==> src/rtl/door_motor_drive_if.sv <==
// ---------------------------------------------------------------------------
// door_motor_drive_if
// Groups the motor-drive command inputs and bridge-drive outputs.
//   M        : 2-bit FSM motor command (00 stop, 01 up, 10 down, 11 stop)
//   UpperLS  : upper limit switch, active-high
//   LowerLS  : lower limit switch, active-high
//   PwmUp    : up-leg PWM drive
//   PwmDown  : down-leg PWM drive
//   Moving   : active direction while ramping/running, else 00
//   Fault    : latched travel-timeout indication
// Modports: master (command source / observer), slave (the drive block).
// ---------------------------------------------------------------------------
interface door_motor_drive_if;
  logic [1:0] M;
  logic       UpperLS;
  logic       LowerLS;
  logic       PwmUp;
  logic       PwmDown;
  logic [1:0] Moving;
  logic       Fault;

  modport master (
    output M, UpperLS, LowerLS,
    input  PwmUp, PwmDown, Moving, Fault
  );

  modport slave (
    input  M, UpperLS, LowerLS,
    output PwmUp, PwmDown, Moving, Fault
  );
endinterface

==> src/rtl/door_motor_drive.sv <==
// ---------------------------------------------------------------------------
// door_motor_drive
// Turns the garage-door FSM motor command into two mutually exclusive PWM
// bridge drives with soft-start duty ramping, dead-time on every stop or
// reversal, limit-switch cut-off and (optionally) a travel-timeout fault.
// Ports:
//   Clock   : system clock, rising edge
//   Reset_n : synchronous active-low reset
//   bus     : door_motor_drive_if.slave (M, UpperLS, LowerLS in;
//             PwmUp, PwmDown, Moving, Fault out, all registered)
// Configuration macro: MOTOR_TIMEOUT_EN -- when defined, a travel counter
// forces FAULT after TIMEOUT_CYCLES cycles in RAMP+RUN; otherwise Fault is 0.
// ---------------------------------------------------------------------------
module door_motor_drive #(
  parameter int PWM_BITS       = 8,
  parameter int RAMP_DIV       = 1024,
  parameter int DEAD_CYCLES    = 64,
  parameter int TIMEOUT_CYCLES = 50000000
) (
  input  logic               Clock,
  input  logic               Reset_n,
  door_motor_drive_if.slave  bus
);

  localparam int DIV_W  = (RAMP_DIV > 1) ? $clog2(RAMP_DIV) : 1;
  localparam int DEAD_W = (DEAD_CYCLES > 1) ? $clog2(DEAD_CYCLES) : 1;

  localparam logic [PWM_BITS-1:0] DUTY_ZERO     = {PWM_BITS{1'b0}};
  localparam logic [PWM_BITS-1:0] DUTY_ONE      = PWM_BITS'(1);
  localparam logic [PWM_BITS-1:0] DUTY_PRE_FULL = {{(PWM_BITS-1){1'b1}}, 1'b0};
  localparam logic [DIV_W-1:0]    DIV_ZERO      = {DIV_W{1'b0}};
  localparam logic [DIV_W-1:0]    DIV_ONE       = DIV_W'(1);
  localparam logic [DIV_W-1:0]    DIV_LAST      = DIV_W'(RAMP_DIV - 1);
  localparam logic [DEAD_W-1:0]   DEAD_ZERO     = {DEAD_W{1'b0}};
  localparam logic [DEAD_W-1:0]   DEAD_ONE      = DEAD_W'(1);
  localparam logic [DEAD_W-1:0]   DEAD_LAST     = DEAD_W'(DEAD_CYCLES - 1);

  localparam logic [1:0] DIR_NONE = 2'b00;
  localparam logic [1:0] DIR_UP   = 2'b01;
  localparam logic [1:0] DIR_DOWN = 2'b10;

  typedef enum logic [2:0] {
    ST_IDLE  = 3'd0,
    ST_RAMP  = 3'd1,
    ST_RUN   = 3'd2,
    ST_DEAD  = 3'd3,
    ST_FAULT = 3'd4
  } state_t;

  state_t              state_r, state_s;
  logic [1:0]          dir_r, dir_s;
  logic [PWM_BITS-1:0] duty_r, duty_s;
  logic [DIV_W-1:0]    div_r, div_s;
  logic [DEAD_W-1:0]   dead_r, dead_s;
  logic [PWM_BITS-1:0] pwm_cnt_r;
  logic                pwm_up_r, pwm_down_r, fault_r;
  logic [1:0]          moving_r;

  logic                start_ok_s;
  logic                abort_s;
  logic                timeout_s;
  logic                driving_s;

`ifdef MOTOR_TIMEOUT_EN
  localparam int TRAVEL_W = (TIMEOUT_CYCLES > 1) ? $clog2(TIMEOUT_CYCLES) : 1;
  localparam logic [TRAVEL_W-1:0] TRAVEL_ZERO = {TRAVEL_W{1'b0}};
  localparam logic [TRAVEL_W-1:0] TRAVEL_ONE  = TRAVEL_W'(1);
  localparam logic [TRAVEL_W-1:0] TRAVEL_LAST = TRAVEL_W'(TIMEOUT_CYCLES - 1);
  logic [TRAVEL_W-1:0] travel_r, travel_s;

  // Timeout fires on the cycle the travel counter would reach TIMEOUT_CYCLES.
  assign timeout_s = (travel_r == TRAVEL_LAST);
`else
  assign timeout_s = 1'b0;
`endif

  // A start needs a real direction whose own limit switch is still open.
  assign start_ok_s = ((bus.M == DIR_UP)   && !bus.UpperLS) ||
                      ((bus.M == DIR_DOWN) && !bus.LowerLS);

  // Any command other than the latched direction (stop, 11, reversal) or the
  // latched direction's limit switch ends the travel.
  assign abort_s = (bus.M != dir_r) ||
                   ((dir_r == DIR_UP) ? bus.UpperLS : bus.LowerLS);

  assign driving_s = (state_r == ST_RAMP) || (state_r == ST_RUN);

  // Next-state and datapath update for the drive FSM.
  always_comb begin
    state_s = state_r;
    dir_s   = dir_r;
    duty_s  = duty_r;
    div_s   = div_r;
    dead_s  = dead_r;
`ifdef MOTOR_TIMEOUT_EN
    travel_s = travel_r;
`endif
    case (state_r)
      ST_IDLE: begin
        if (start_ok_s) begin
          state_s = ST_RAMP;
          dir_s   = bus.M;
          duty_s  = DUTY_ZERO;
          div_s   = DIV_ZERO;
`ifdef MOTOR_TIMEOUT_EN
          travel_s = TRAVEL_ZERO;
`endif
        end else begin
          state_s = ST_IDLE;
        end
      end
      ST_RAMP, ST_RUN: begin
        if (timeout_s) begin
          state_s = ST_FAULT;
          duty_s  = DUTY_ZERO;
        end else if (abort_s) begin
          state_s = ST_DEAD;
          duty_s  = DUTY_ZERO;
          dead_s  = DEAD_ZERO;
        end else begin
`ifdef MOTOR_TIMEOUT_EN
          travel_s = travel_r + TRAVEL_ONE;
`endif
          if ((state_r == ST_RAMP) && (div_r == DIV_LAST)) begin
            div_s  = DIV_ZERO;
            duty_s = duty_r + DUTY_ONE;
            // The increment that lands on full duty also leaves RAMP.
            if (duty_r == DUTY_PRE_FULL) begin
              state_s = ST_RUN;
            end else begin
              state_s = ST_RAMP;
            end
          end else if (state_r == ST_RAMP) begin
            div_s = div_r + DIV_ONE;
          end else begin
            state_s = ST_RUN;
          end
        end
      end
      ST_DEAD: begin
        if (dead_r == DEAD_LAST) begin
          state_s = ST_IDLE;
        end else begin
          dead_s = dead_r + DEAD_ONE;
        end
      end
      ST_FAULT: begin
        if (bus.M == DIR_NONE) begin
          state_s = ST_IDLE;
        end else begin
          state_s = ST_FAULT;
        end
      end
      default: begin
        state_s = ST_IDLE;
        duty_s  = DUTY_ZERO;
      end
    endcase
  end

  // State, counters and registered outputs; outputs lag the state by a cycle.
  always_ff @(posedge Clock) begin
    if (!Reset_n) begin
      state_r    <= ST_IDLE;
      dir_r      <= DIR_NONE;
      duty_r     <= DUTY_ZERO;
      div_r      <= DIV_ZERO;
      dead_r     <= DEAD_ZERO;
      pwm_cnt_r  <= DUTY_ZERO;
      pwm_up_r   <= 1'b0;
      pwm_down_r <= 1'b0;
      moving_r   <= DIR_NONE;
      fault_r    <= 1'b0;
`ifdef MOTOR_TIMEOUT_EN
      travel_r   <= TRAVEL_ZERO;
`endif
    end else begin
      state_r    <= state_s;
      dir_r      <= dir_s;
      duty_r     <= duty_s;
      div_r      <= div_s;
      dead_r     <= dead_s;
      pwm_cnt_r  <= pwm_cnt_r + DUTY_ONE;
      // dir_r is one-hot while driving, so the legs can never both be high.
      pwm_up_r   <= driving_s && (dir_r == DIR_UP)   && (pwm_cnt_r < duty_r);
      pwm_down_r <= driving_s && (dir_r == DIR_DOWN) && (pwm_cnt_r < duty_r);
      moving_r   <= driving_s ? dir_r : DIR_NONE;
`ifdef MOTOR_TIMEOUT_EN
      travel_r   <= travel_s;
      fault_r    <= (state_r == ST_FAULT);
`else
      fault_r    <= 1'b0;
`endif
    end
  end

  assign bus.PwmUp   = pwm_up_r;
  assign bus.PwmDown = pwm_down_r;
  assign bus.Moving  = moving_r;
  assign bus.Fault   = fault_r;

endmodule
==> src/flat_wrapper.sv <==
// flat-port wrapper written by rule: the top's interface ports become plain ports
module door_motor_drive_flat 
#(
  parameter int PWM_BITS       = 8,
  parameter int RAMP_DIV       = 1024,
  parameter int DEAD_CYCLES    = 64,
  parameter int TIMEOUT_CYCLES = 50000000
)
  (Clock, Reset_n, bus_M, bus_UpperLS, bus_LowerLS, bus_PwmUp, bus_PwmDown, bus_Moving, bus_Fault);
  door_motor_drive_if bus_i ();
  input  logic Clock;
  input  logic Reset_n;
  input wire logic [$bits(bus_i.M)-1:0] bus_M;
  input wire logic [$bits(bus_i.UpperLS)-1:0] bus_UpperLS;
  input wire logic [$bits(bus_i.LowerLS)-1:0] bus_LowerLS;
  output wire logic [$bits(bus_i.PwmUp)-1:0] bus_PwmUp;
  output wire logic [$bits(bus_i.PwmDown)-1:0] bus_PwmDown;
  output wire logic [$bits(bus_i.Moving)-1:0] bus_Moving;
  output wire logic [$bits(bus_i.Fault)-1:0] bus_Fault;
  assign bus_i.M = bus_M;
  assign bus_i.UpperLS = bus_UpperLS;
  assign bus_i.LowerLS = bus_LowerLS;
  assign bus_PwmUp = bus_i.PwmUp;
  assign bus_PwmDown = bus_i.PwmDown;
  assign bus_Moving = bus_i.Moving;
  assign bus_Fault = bus_i.Fault;
  door_motor_drive #(.PWM_BITS(PWM_BITS), .RAMP_DIV(RAMP_DIV), .DEAD_CYCLES(DEAD_CYCLES), .TIMEOUT_CYCLES(TIMEOUT_CYCLES)) u_core (.Clock(Clock), .Reset_n(Reset_n), .bus(bus_i));
endmodule
==> config.mk <==
export PLATFORM = sky130hd
export DESIGN_NAME = door_motor_drive_flat
export DESIGN_NICKNAME = d
export VERILOG_FILES = /design/src/rtl/door_motor_drive_if.sv /design/src/rtl/door_motor_drive.sv /design/src/flat_wrapper.sv
export SDC_FILE = /design/constraint.sdc
export NUM_CORES = 1
export LEC_CHECK = 0
export CORE_MARGIN = 4
export CORE_UTILIZATION = 45
export CTS_BUF_LIST = sky130_fd_sc_hd__clkbuf_4
export CTS_CLUSTER_SIZE = 30
export DETAILED_ROUTE_END_ITERATION = 10
export DONT_BUFFER_PORTS = 1
export GPL_ROUTABILITY_DRIVEN = 0
export PLACE_DENSITY = 0.73
export REMOVE_ABC_BUFFERS = 1
export SYNTH_ARGS = -nofsm -noshare
export SYNTH_HDL_FRONTEND = slang
export SYNTH_SLANG_ARGS = --single-unit
==> constraint.sdc <==
create_clock -name Clock -period 1.93 [get_ports Clock]
set_input_delay 0.386 -clock Clock [delete_from_list [all_inputs] [get_ports Clock]]
set_output_delay 0.386 -clock Clock [all_outputs]
set_load 0.03 [all_outputs]
==> metrics <==
status=finished clean; crit-path max FO=6; placed cell count=368; Leak=around 1 nW; fill cell count=470; post-synthesis cell type count=58; pwr/cell area=861.4 nW/um^2; dpl hpwl=around 4.1 mm; Ys Warns=0; 1st-iter DRT viols=102; Hold Vio Cnt, Final=0; peak supply drop=about 530 uV; clock buffer depth=2; row cnt=26; H-tree depth=2; Global Route Usage Sum=0.1838; post-synthesis simple-gate area fraction=0.2558; vias after detailed routing=2,173; worst setup margin=~0.047 ns; Final Non-Filler Cells=378; # diodes=0; total placed instance area=2624 um^2; Initial DRT Pass Iterations=4; Max Cap Viol=0; area grow syn2layout=18.06%; Final min period=between 1.5 and 2 ns; Final Hold Slack=0.1079 ns; Netlist Area Pre-Place=2362 um^2; die width=80.46 um; WP data arrival=between 2 and 2.5 ns; Tot Pwr=2.402 mW; Commonest cells post-synth=41 x dfxtp_1, 25 x nor2_1, 19 x nand3_1; mux share of post-synthesis cell area=0.004237; Highest Clock Rate=~0.53 GHz; clock-pin slew on the worst setup and hold paths=around 0.13 ns; Seq/Total Area, Yosys=0.3475; pre-CTS setup slack=-0.1513 ns; hold buffers post-CTS=0; Post-synth EDFFs=0; core box area=5107 um^2; number of global-route vias before repair=2,140; endpoints failing setup=0; Routed WL=~5.6 mm; clock skew=about 0.015 ns; critical path launch point type=flop; Final Cell Area=2789 um^2; CTS root buf=clkbuf_4; Clock Latency Late Sink=0.34 ns; Tcrit/Tclk final=0.9758; pin count of the biggest net entering global routing=14; Ports=11; Die Ht=80.46 um; initial antenna violation count=0; Syn Area/Cell=8.497 um^2; CP Capture Type=flop; RSZ-0062 raised after global routing=yes; largest family of logic cells by synthesized area=simple AND/OR/NAND/NOR gates; Syn Inst Count=278; critical path type=reg -> reg; Synth async-reset ratio=0; DRC Markers=0; routed vias/inst=about 5.7; FF+latch count, synth=41; Synth Area in XOR/XNOR=0.05932; layout cells sized above 1=0.2208; Antenna Nets Post-Route=0; Pins Over Slew Limit=0; Synth Area in Adders=0.06356; setup total negative slack=0 ns; R2R Setup Slk=0.05 ns; CTS Buf Count=5; CTS tree=done; wire per inst=14.85 um; cell taking the most area after synthesis=dfxtp_1; grt ovf=0; Hold Path Class=in -> reg; commonest register cell after synthesis=dfxtp_1; top post-synthesis cells by area=dfxtp_1 35%, ha_1 6.4%, nand3_1 4.0%; Starting Density=0.4625; Compound-Gate Fraction of Synth Area=0.2209; CTS sink count=slightly above 40; first-pass GRT wire length=9.508 mm; # nets final=325; Port Buffers=0; CP required=approximately 2.2 ns; top cell type's share of synthesized area=0.3475; utilization after layout=0.5461; die area=6473 um^2; most frequent cell after synthesis=dfxtp_1
## sequential cells by signal, indices dropped and copies added, names as in the netlist
register and count:
u_core.dead_r 6, u_core.pwm_cnt_r 8, u_core.bus.Moving 2, u_core.bus.PwmUp 1, u_core.state_r 3, u_core.dir_r 2, u_core.div_r 10, u_core.bus.PwmDown 1
u_core.duty_r 8
## power breakdown
part	internal (mW)	switching (mW)
clock network	0.132	0.283
logic	0.417	0.595
registers	0.904	0.0714
## layout by cell type, fill, tap and decap left out, drive strengths merged, types with 5 or more instances in the layout
cell type	count
a211oi	7
a21oi	19
buf	33
clkbuf	5
dfxtp	41
ha	12
inv	12
nand2	16
nand3	19
nand4	10
nor2	25
nor3	6
o21ai	13
o31ai	6
or4	5
xnor2	7
xor2	9
## final timing paths
kind | to | cells after the start | start
worst min-delay path | u_core.dir_r[0] | 1 | bus_M[1]
worst max register to register | u_core.duty_r[5] | 7 | u_core.div_r[0]
worst min register to register | u_core.pwm_cnt_r[0] | 1 | u_core.pwm_cnt_r[0]
worst max-delay path | u_core.duty_r[5] | 7 | u_core.div_r[0]
## metal layers
layer	part of all wire	vias up	track usage
met5	0	-	0
met1	0.45	1029	0.2321
met2	0.48	50	0.3038
met4	0.023	0	0.07264
met3	0.043	14	0.03812
li1	-	1080	-
## layout make-up
cell class              instances  area (um^2)  area share
repair buffers                 33        247.7     0.08883
clock inverters                 3        12.51    0.004486
well taps                      70        87.58     0.03140
multi-input cells             214         1533      0.5496
flip-flops and latches         41        825.8      0.2961
inverters                      12        45.04     0.01615
clock buffers                   5        37.54     0.01346
## critical path, stage by stage (launching register included)
cell       delay, ns
dfxtp_2         0.37
ha_4            0.14
nand3_2         0.10
a2111oi_4       0.29
buf_4           0.21
a211oi_2        0.07
or4_1           0.51
a21oi_1         0.14
## cells by family after synthesis
group           Yosys count
other cells               1
buf+inv                  24
compound gates           72
xor+xnor                 16
mux                       1
simple gates            111
fa+ha+maj                12
flops                    41
## what timing repair did
action | 4_1_cts | 5_1_grt
gates resized for setup | 4 | 20
gates cloned | 0 | 1
pin swaps | 2 | 6
buffers inserted | 0 | 1
endpoints found under the hold margin | 0 | 0
endpoints found under the setup margin | 7 | 22
(Power assumes the default switching activity.)
